--- src/rtl/fetch_ctrl.sv ---
// Instruction fetch sequencer: owns the fetch PC, runs one outstanding imem request at a time,
// resolves execute redirects and hands a single buffered instruction to decode.
module fetch_ctrl #(
  parameter int                ADDR_W   = 32,
  parameter int                INSTR_W  = 32,
  parameter logic [ADDR_W-1:0] RESET_PC = ADDR_W'('h1000)
) (
  input  logic               clk,
  input  logic               rst,
  input  logic               redir_valid,
  input  logic [2:0]         redir_src,
  input  logic [ADDR_W-1:0]  redir_tar,
  input  logic [ADDR_W-1:0]  redir_alu,
  input  logic               redir_zero,
  output logic               imem_req,
  output logic [ADDR_W-1:0]  imem_addr,
  input  logic               imem_gnt,
  input  logic               imem_rvalid,
  input  logic [INSTR_W-1:0] imem_rdata,
  output logic               if_valid,
  output logic [INSTR_W-1:0] if_instr,
  output logic [ADDR_W-1:0]  if_pc,
  input  logic               if_ready,
  output logic               err_src
);

  typedef enum logic [1:0] {S_REQ, S_WAIT, S_HOLD} state_t;

  state_t             state, state_nxt;
  logic [ADDR_W-1:0]  pc, pc_nxt;
  logic               stale, stale_nxt;
  logic               run;
  logic               vld_nxt;
  logic [INSTR_W-1:0] instr_nxt;
  logic [ADDR_W-1:0]  ifpc_nxt;
  logic               taken, src_bad;
  logic [ADDR_W-1:0]  target;

  always_comb begin
    taken  = 1'b0;
    target = redir_tar;
    if (redir_valid) begin
      case (redir_src)
        3'b001:  taken = redir_zero;
        3'b010:  taken = !redir_zero;
        3'b011:  taken = 1'b1;
        3'b100:  begin taken = 1'b1; target = redir_alu; end
        default: taken = 1'b0;
      endcase
    end
    src_bad = redir_valid && (redir_src > 3'b100);
  end

  // run holds off the first request until the cycle after reset release
  assign imem_req  = run && (state == S_REQ);
  assign imem_addr = pc;

  always_comb begin
    state_nxt = state;
    pc_nxt    = pc;
    stale_nxt = stale;
    vld_nxt   = if_valid;
    instr_nxt = if_instr;
    ifpc_nxt  = if_pc;
    case (state)
      S_REQ: begin
        if (imem_req && imem_gnt) begin
          state_nxt = S_WAIT;
          pc_nxt    = pc + ADDR_W'(4);
        end
        if (taken) begin
          pc_nxt = target;
          if (imem_req && imem_gnt) stale_nxt = 1'b1;
        end
      end
      S_WAIT: begin
        if (taken) begin
          pc_nxt = target;
          // a same-cycle response is the old-path data itself, so nothing is left in flight
          if (imem_rvalid) begin
            stale_nxt = 1'b0;
            state_nxt = S_REQ;
          end else begin
            stale_nxt = 1'b1;
          end
        end else if (imem_rvalid) begin
          if (stale) begin
            stale_nxt = 1'b0;
            state_nxt = S_REQ;
          end else begin
            instr_nxt = imem_rdata;
            ifpc_nxt  = pc - ADDR_W'(4);
            vld_nxt   = 1'b1;
            state_nxt = S_HOLD;
          end
        end
      end
      S_HOLD: begin
        if (taken) begin
          vld_nxt   = 1'b0;
          pc_nxt    = target;
          state_nxt = S_REQ;
        end else if (if_ready) begin
          vld_nxt   = 1'b0;
          state_nxt = S_REQ;
        end
      end
      default: state_nxt = S_REQ;
    endcase
  end

  always_ff @(posedge clk or negedge rst) begin
    if (!rst) begin
      state    <= S_REQ;
      pc       <= RESET_PC;
      stale    <= 1'b0;
      run      <= 1'b0;
      if_valid <= 1'b0;
      if_instr <= '0;
      if_pc    <= '0;
      err_src  <= 1'b0;
    end else begin
      state    <= state_nxt;
      pc       <= pc_nxt;
      stale    <= stale_nxt;
      run      <= 1'b1;
      if_valid <= vld_nxt;
      if_instr <= instr_nxt;
      if_pc    <= ifpc_nxt;
      if (src_bad) err_src <= 1'b1;
    end
  end

endmodule

--- config.mk ---
export PLATFORM = sky130hd
export DESIGN_NAME = fetch_ctrl
export DESIGN_NICKNAME = d
export VERILOG_FILES = /design/src/rtl/fetch_ctrl.sv
export SDC_FILE = /design/constraint.sdc
export NUM_CORES = 1
export LEC_CHECK = 0
export CORE_MARGIN = 1.5
export CORE_UTILIZATION = 49
export DETAILED_ROUTE_END_ITERATION = 7
export PLACE_DENSITY = 0.85
export SETUP_SLACK_MARGIN = 0.3
export SYNTH_ARGS = -nofsm -noshare
export SYNTH_HDL_FRONTEND = slang
export SYNTH_SLANG_ARGS = --single-unit
export TNS_END_PERCENT = 20
--- constraint.sdc ---
create_clock -name clk -period 6.2 [get_ports clk]
set_clock_uncertainty 0.15 [all_clocks]
set_input_delay 1.55 -clock clk [delete_from_list [all_inputs] [get_ports clk]]
set_output_delay 1.55 -clock clk [all_outputs]
set_load 0.02 [all_outputs]
==> results_dict.tcl, run 1 <==
set metrics [dict create \
    status "finished clean" \
    ff_latch_area_mm2 0.002554 \
    power.share.switching_pct 45.44 \
    achievable_clock_frequency_ghz 0.2220 \
    timing.critical_path.required_ns 6.28 \
    grt_busiest_layer "met2" \
    worst-path-max-fanout 29 \
    htree_num_levels 3 \
    path_clk_slew_ns 0.07 \
    setup_viol 0 \
    tritoncts "built" \
    cts_buffer_depth 2 \
    design.final.nets 990 \
    n_antenna_cell 0 \
    timing_max_transition_violations_final 0 \
    numPortBuffers 204 \
    met2_usage_pct 48.44 \
    multi_input_comb_area_mm2 0.002884 \
    yosysSeqAreaShare_pct 44.69 \
    design_area_final_mm2 0.008060 \
    min_period_ns 4.505 \
    synth_enable_flop_cells 0 \
    drv.max_cap_violation_count 0 \
    drt_iter0_markers 494 \
    timing_worst_slew_pin_value_ns 1.122 \
    design.core.area_mm2 0.01142 \
    vdd_ir_drop_max_mv 0.3274 \
    power_density_mw_per_mm2 509.6 \
    pwr-share-comb_pct 53.8 \
    hold_buffer_count_at_cts 0 \
    fillCellCount 912 \
    hold_viol_final 0 \
    static-leakage-power_nw 3.409 \
    arrival_time_reported_for_the_critical_path_endpoint_ns 4.59 \
    final_layout_size_suffix_gt1_share_pct 5.323 \
    post_dp_cell_area_mm2 0.007780 \
    postRouteAntennaNets 0 \
    cts_root_buf "clkbuf_16" \
    grtUsageMet1_pct 37.78 \
    synth-main-ff-cell "dfrtp_1" \
    grt_antenna_before_repair 0 \
    asyncSetResetFlopFracSynth_pct 100.0 \
    timing.hold.worst_path_depth 2 \
    cts_buffers 9 \
    final.setup.tns_ns 0 \
    dieHeight_um 111.0 \
    yosysWarningCount 0 \
    vias 5830 \
    avgSynthCellArea_um2 8.105 \
    syn_inst 705 \
    max_slew_margin_pct 25.13 \
    synth.cell_area_mm2 0.005714 \
    tritoncts_num_sinks 102 \
    grt_util_met3_pct 3.937 \
    ys_seq_elements 102 \
    top_level_ports 205 \
    detail_route.first_pass.iterations 6 \
    start_kind "input pin" \
    worstSkewPairLatency_ns 0.35 \
    wl_per_cell_um 17.09 \
    replace_congestion 0.8644 \
    globalRouteOverflowTotal 0 \
    p_seq_share_pct 32.9 \
    drcViolationCount 0 \
    ff2ff_path_depth 6 \
    post-dp-hpwl_um 12730 \
    global_route_usage_over_all_layers_pct 28.83 \
    dieArea_mm2 0.01232 \
    synthToLayoutAreaGrowth_pct 41.06 \
    grt_max_degree 56 \
    netlist-cell-type-count 65 \
    viasPerCell 5.682 \
    total_switching_power_mw 1.866 \
    grt_pass1_wl_um 28610 \
    die_width_um 111.0 \
    start_util_pct 50.04 \
    critical_path_class "input pin to flop" \
    synth_fp_nets 817 \
    p_int_mw 2.241 \
    hold_path_class "flop to flop" \
    critPathCaptureType "flop" \
    cts.repair.resized 0 \
    p_clk_share_pct 13.3 \
    final_min_period_over_clock_period_pct 72.66 \
    number_of_global_route_vias_before_repair 5701 \
    postCtsSetupBuffers 0 \
    wirelength_um 17540 \
    grt_setup_unrepaired "false" \
    num_rows 39 \
]
-- power groups by stage --
stage          clock network (mW)  logic [mW]  registers, mW
2_1_floorplan                   0        1.03           1.55
3_3_place_gp                    0        2.15           1.32
3_5_place_dp                    0        2.21           1.35
4_1_cts                     0.551        2.22           1.34
5_1_grt                     0.579        2.39           1.39
6_report                    0.547        2.21           1.35
-- cells in the mapped netlist, types with 2 or more instances --
master / number / area share (%)
o211ai_1: 3 / 0.39
buf_6: 2 / 0.39
and2_1: 2 / 0.22
xnor2_1: 20 / 3.1
or3_1: 7 / 0.77
nor4_1: 10 / 1.1
xor2_1: 5 / 0.77
a31oi_1: 9 / 0.99
or4_4: 2 / 0.39
inv_1: 13 / 0.85
nand3_1: 32 / 2.8
mux2i_1: 3 / 0.53
or4_1: 5 / 0.66
o32ai_1: 3 / 0.46
dfrtp_1: 101 / 44
o22a_1: 6 / 0.92
o21ai_1: 3 / 0.26
nor3_1: 14 / 1.2
buf_2: 6 / 0.53
o22ai_1: 3 / 0.33
clkbuf_8: 4 / 0.96
clkbuf_1: 38 / 2.5
nor2_1: 39 / 2.6
nand4_1: 4 / 0.44
o21ai_0: 42 / 3.7
nand2b_1: 5 / 0.55
a21oi_1: 39 / 3.4
ha_1: 6 / 1.3
or2_2: 5 / 0.55
o31ai_1: 11 / 1.4
a311oi_1: 6 / 0.92
nand2_1: 213 / 14
o41ai_1: 2 / 0.31
a2bb2oi_1: 2 / 0.31
and3_1: 10 / 1.1
-- worst paths after layout --
path | end | from | slack (ns)
hold reg to reg | if_instr[20]$_DFFE_PN0P_ | if_instr[20]$_DFFE_PN0P_ | 0.32
max in group asynchronous | if_pc[1]$_DFFE_PN0P_ | rst | 3.70
min in group asynchronous | if_pc[21]$_DFFE_PN0P_ | rst | 1.06
setup reg to reg | imem_addr[21]$_DFFE_PN0P_ | state[0]$_DFFE_PN0P_ | 2.96
setup / recovery | imem_addr[21]$_DFFE_PN0P_ | redir_src[1] | 1.70
hold / removal | if_instr[20]$_DFFE_PN0P_ | if_instr[20]$_DFFE_PN0P_ | 0.32
-- cell families (layout without fill, tap and decap cells) --
logic type	count (synthesis)	in the layout	share of synthesized area, %
compound gates	143	143	15.70
xor+xnor	25	25	3.832
fa+ha+maj	6	6	1.314
buf+inv	65	243	5.430
flops	102	102	44.69
mux	3	3	0.5255
other cells	1	1	0.06563
simple gates	360	360	28.44
-- stage by stage --
| step | total power, mW | instances | worst slack [ns] | hold WS, ns | util [%] |
|---|---|---|---|---|---|
| global route | 4.365 | 1026 | 1.556 | 0.3490 | 70.59 |
| CTS | 4.104 | 1026 | 1.819 | 0.3295 | 70.59 |
| detailed placement | 3.551 | 1010 | 1.456 | 0.3117 | 68.14 |
| finish | 4.107 | 1026 | 1.695 | 0.3235 | 70.59 |
| global placement | 3.468 | 1010 | 1.574 | 0.3060 | 68.14 |
| floorplan | 2.588 | 705 | 2.917 | 0.3654 | - |
-- routing by layer --
metal  part of all wire, %  vias up  routed length (um)
li1                      -     2772                   -
met1                    41     2745                7164
met2                    49      274                8589
met3                   7.4       39                1302
met4                   2.8        0                 483
met5                     0        -                   0
-- registers in the layout, indices dropped and copies added, names as in the netlist --
name,count
run,1
err_src,1
if_valid,1
if_instr,32
imem_addr,32
state,2
if_pc,32
stale,1
-- layout by cell type, fill, tap and decap left out, drive strengths merged, types with 14 or more instances in the layout --
master	n
nand2	213
a21oi	39
dfrtp	101
o21ai	45
nand3	32
clkdlybuf4s50	203
inv	17
xnor2	20
nor2	39
nor3	14
-- final cells by class --
class                           instances  share of cell area (%)
Multi-Input combinational cell        538                   35.78
Inverter                               13                  0.6054
Sequential cell                       102                   31.68
Clock buffer                            9                   2.794
Timing Repair Buffer                  214                   26.23
Clock inverter                          7                  0.6830
Tap cell                              143                   2.220
-- worst max-delay path, stage by stage --
cell	delay, ns
clkdlybuf4s50_1	0.49
nand4bb_2	0.54
o22ai_1	0.84
or2_2	0.62
nand2_1	0.15
o311a_1	0.39
Note: power is estimated with default switching activity, not from simulation.
==> run 2, diff against run 1 <==
Settings changed: CORE_UTILIZATION 49 to 41, PLACE_DENSITY 0.85 to 0.75.
Clock period 6.2 ns to 3.8 ns, I/O delays scaled along.
==> run 2 against run 1 <==
Critical path depth is 2 higher. Sequential share of layout area fell by 0.57 points. Final cell count rose by 3.9%. Final area is 1.8% higher. Register-to-register slack got worse by 1.9 ns. Core utilization is 9.3 points lower. Sequential cell count stayed put. Worst hold slack improved by 0.0020 ns. Clock power rose by 70%. Critical path type unchanged. Critical endpoint is now if_instr[18]$_DFFE_PN0P_. Largest cell class unchanged. Highest routed layer unchanged.
==> results_dict.tcl, run 2 (same netlist as run 1, synthesis figures left out) <==
set metrics [dict create \
    critical_path_class "input pin to flop" \
    grt_max_degree 64 \
    wl_per_cell_um 16.18 \
    timing_max_transition_violations_final 0 \
    number_of_global_route_vias_before_repair 5400 \
    dieArea_mm2 0.01465 \
    viasPerCell 5.331 \
    most-common-layout-cells "nand2_1, clkdlybuf4s50_1, dfrtp_1" \
    power_density_mw_per_mm2 830.2 \
    design.final.nets 997 \
    timing.critical_path.required_ns 3.94 \
    grt_pass1_wl_um 27980 \
    num_rows 42 \
    postCtsSetupBuffers 0 \
    n_antenna_cell 0 \
    vdd_ir_drop_max_mv 0.4571 \
    cts_buffer_depth 2 \
    top_level_ports 205 \
    most_frequent_standard_cell_in_the_layout_excluding_fill_and_tap_cells "nand2_1" \
    postRouteAntennaNets 0 \
    drv.max_cap_violation_count 0 \
    setup_viol 0 \
    detail_route.first_pass.iterations 5 \
    drt_iter0_markers 510 \
    fillCellCount 1203 \
    vias 5683 \
    hold_path_class "flop to flop" \
    met2_usage_pct 38.81 \
    tritoncts "built" \
    timing_worst_slew_pin_value_ns 0.7368 \
    hold_viol_final 0 \
    post-dp-hpwl_um 12620 \
    worst-path-max-fanout 36 \
    start_util_pct 42.64 \
    static-leakage-power_nw 3.468 \
    wirelength_um 17250 \
    cts.repair.resized 0 \
    critPathCaptureType "flop" \
    numPortBuffers 204 \
    final_layout_size_suffix_gt1_share_pct 6.067 \
    cts_buffers 9 \
    path_clk_slew_ns 0.08 \
    worstSkewPairLatency_ns 0.36 \
    hold_buffer_count_at_cts 0 \
    grt_antenna_before_repair 0 \
    global_route_usage_over_all_layers_pct 24.18 \
    grt_util_met3_pct 5.357 \
    grt_setup_unrepaired "false" \
    final_min_period_over_clock_period_pct 82.30 \
    dieHeight_um 121.1 \
    replace_congestion 0.8705 \
    multi_input_comb_area_mm2 0.002884 \
    tritoncts_num_sinks 102 \
    synthToLayoutAreaGrowth_pct 43.64 \
    cts_root_buf "clkbuf_16" \
    max_slew_margin_pct 50.70 \
    arrival_time_reported_for_the_critical_path_endpoint_ns 3.27 \
    final.setup.tns_ns 0 \
    drcViolationCount 0 \
    min_period_ns 3.127 \
    globalRouteOverflowTotal 0 \
    achievable_clock_frequency_ghz 0.3198 \
    start_kind "input pin" \
    status "finished clean" \
    ff_latch_area_mm2 0.002554 \
    die_width_um 121.1 \
    p_total_mw 6.814 \
    design.core.area_mm2 0.01340 \
    grt_busiest_layer "met2" \
    htree_num_levels 3 \
    grtUsageMet1_pct 32.37 \
]
==> run 2: per-stage QoR <==
step	setup WS [ns]	utilization, %	instances	hold WS [ns]	area, um^2
after floorplan	1.117	-	705	0.3654	5714
after global placement	0.3712	59.04	1050	0.3065	7911
after detailed placement	0.3184	59.04	1050	0.3114	7911
after CTS	0.6918	61.25	1066	0.3297	8208
after global routing	0.4600	61.25	1066	0.3456	8208
final	0.6727	61.25	1066	0.3254	8208
==> run 2: cell type report <==
cell class	instances	area share, %
Tap cell	176	2.683
Multi-Input combinational cell	538	35.14
Clock buffer	9	2.744
Sequential cell	102	31.11
Clock inverter	7	0.8689
Inverter	13	0.5945
Timing Repair Buffer	221	26.86
==> run 2: power by group <==
part / total (mW) / internal, mW / switching [mW] / leakage [nW]
Combinational: 3.69 / 1.69 / 2.00 / 2.10
Clock: 0.932 / 0.469 / 0.463 / 0.148
Sequential: 2.20 / 1.59 / 0.603 / 1.22
Total: 6.81 / 3.75 / 3.06 / 3.47
==> run 2: path summary, 6_finish.rpt <==
check	from	end	slack (ns)	depth (start not counted)
setup / recovery	redir_src[1]	if_instr[18]$_DFFE_PN0P_	0.67	8
setup reg to reg	imem_addr[2]$_DFFE_PN0P_	imem_addr[30]$_DFFE_PN0P_	1.07	6
max in group asynchronous	rst	if_pc[24]$_DFFE_PN0P_	2.36	2
hold reg to reg	if_instr[8]$_DFFE_PN0P_	if_instr[8]$_DFFE_PN0P_	0.33	2
min in group asynchronous	rst	run$_DFF_PN0_	0.42	1
hold / removal	if_instr[8]$_DFFE_PN0P_	if_instr[8]$_DFFE_PN0P_	0.33	2
==> run 2: worst max-delay path, cell delays in order <==
cell,delay (ns)
clkdlybuf4s50_1,0.55
nand4bb_2,0.19
buf_4,0.40
o21ai_1,0.30
nor2_2,0.39
buf_4,0.33
nand2_1,0.08
nand2_1,0.07
==> run 2: routing by layer <==
layer | vias up | part of all wire, %
li1 | 2781 | -
met1 | 2642 | 44
met2 | 234 | 47
met3 | 26 | 7.6
met4 | 0 | 2.1
met5 | - | 0
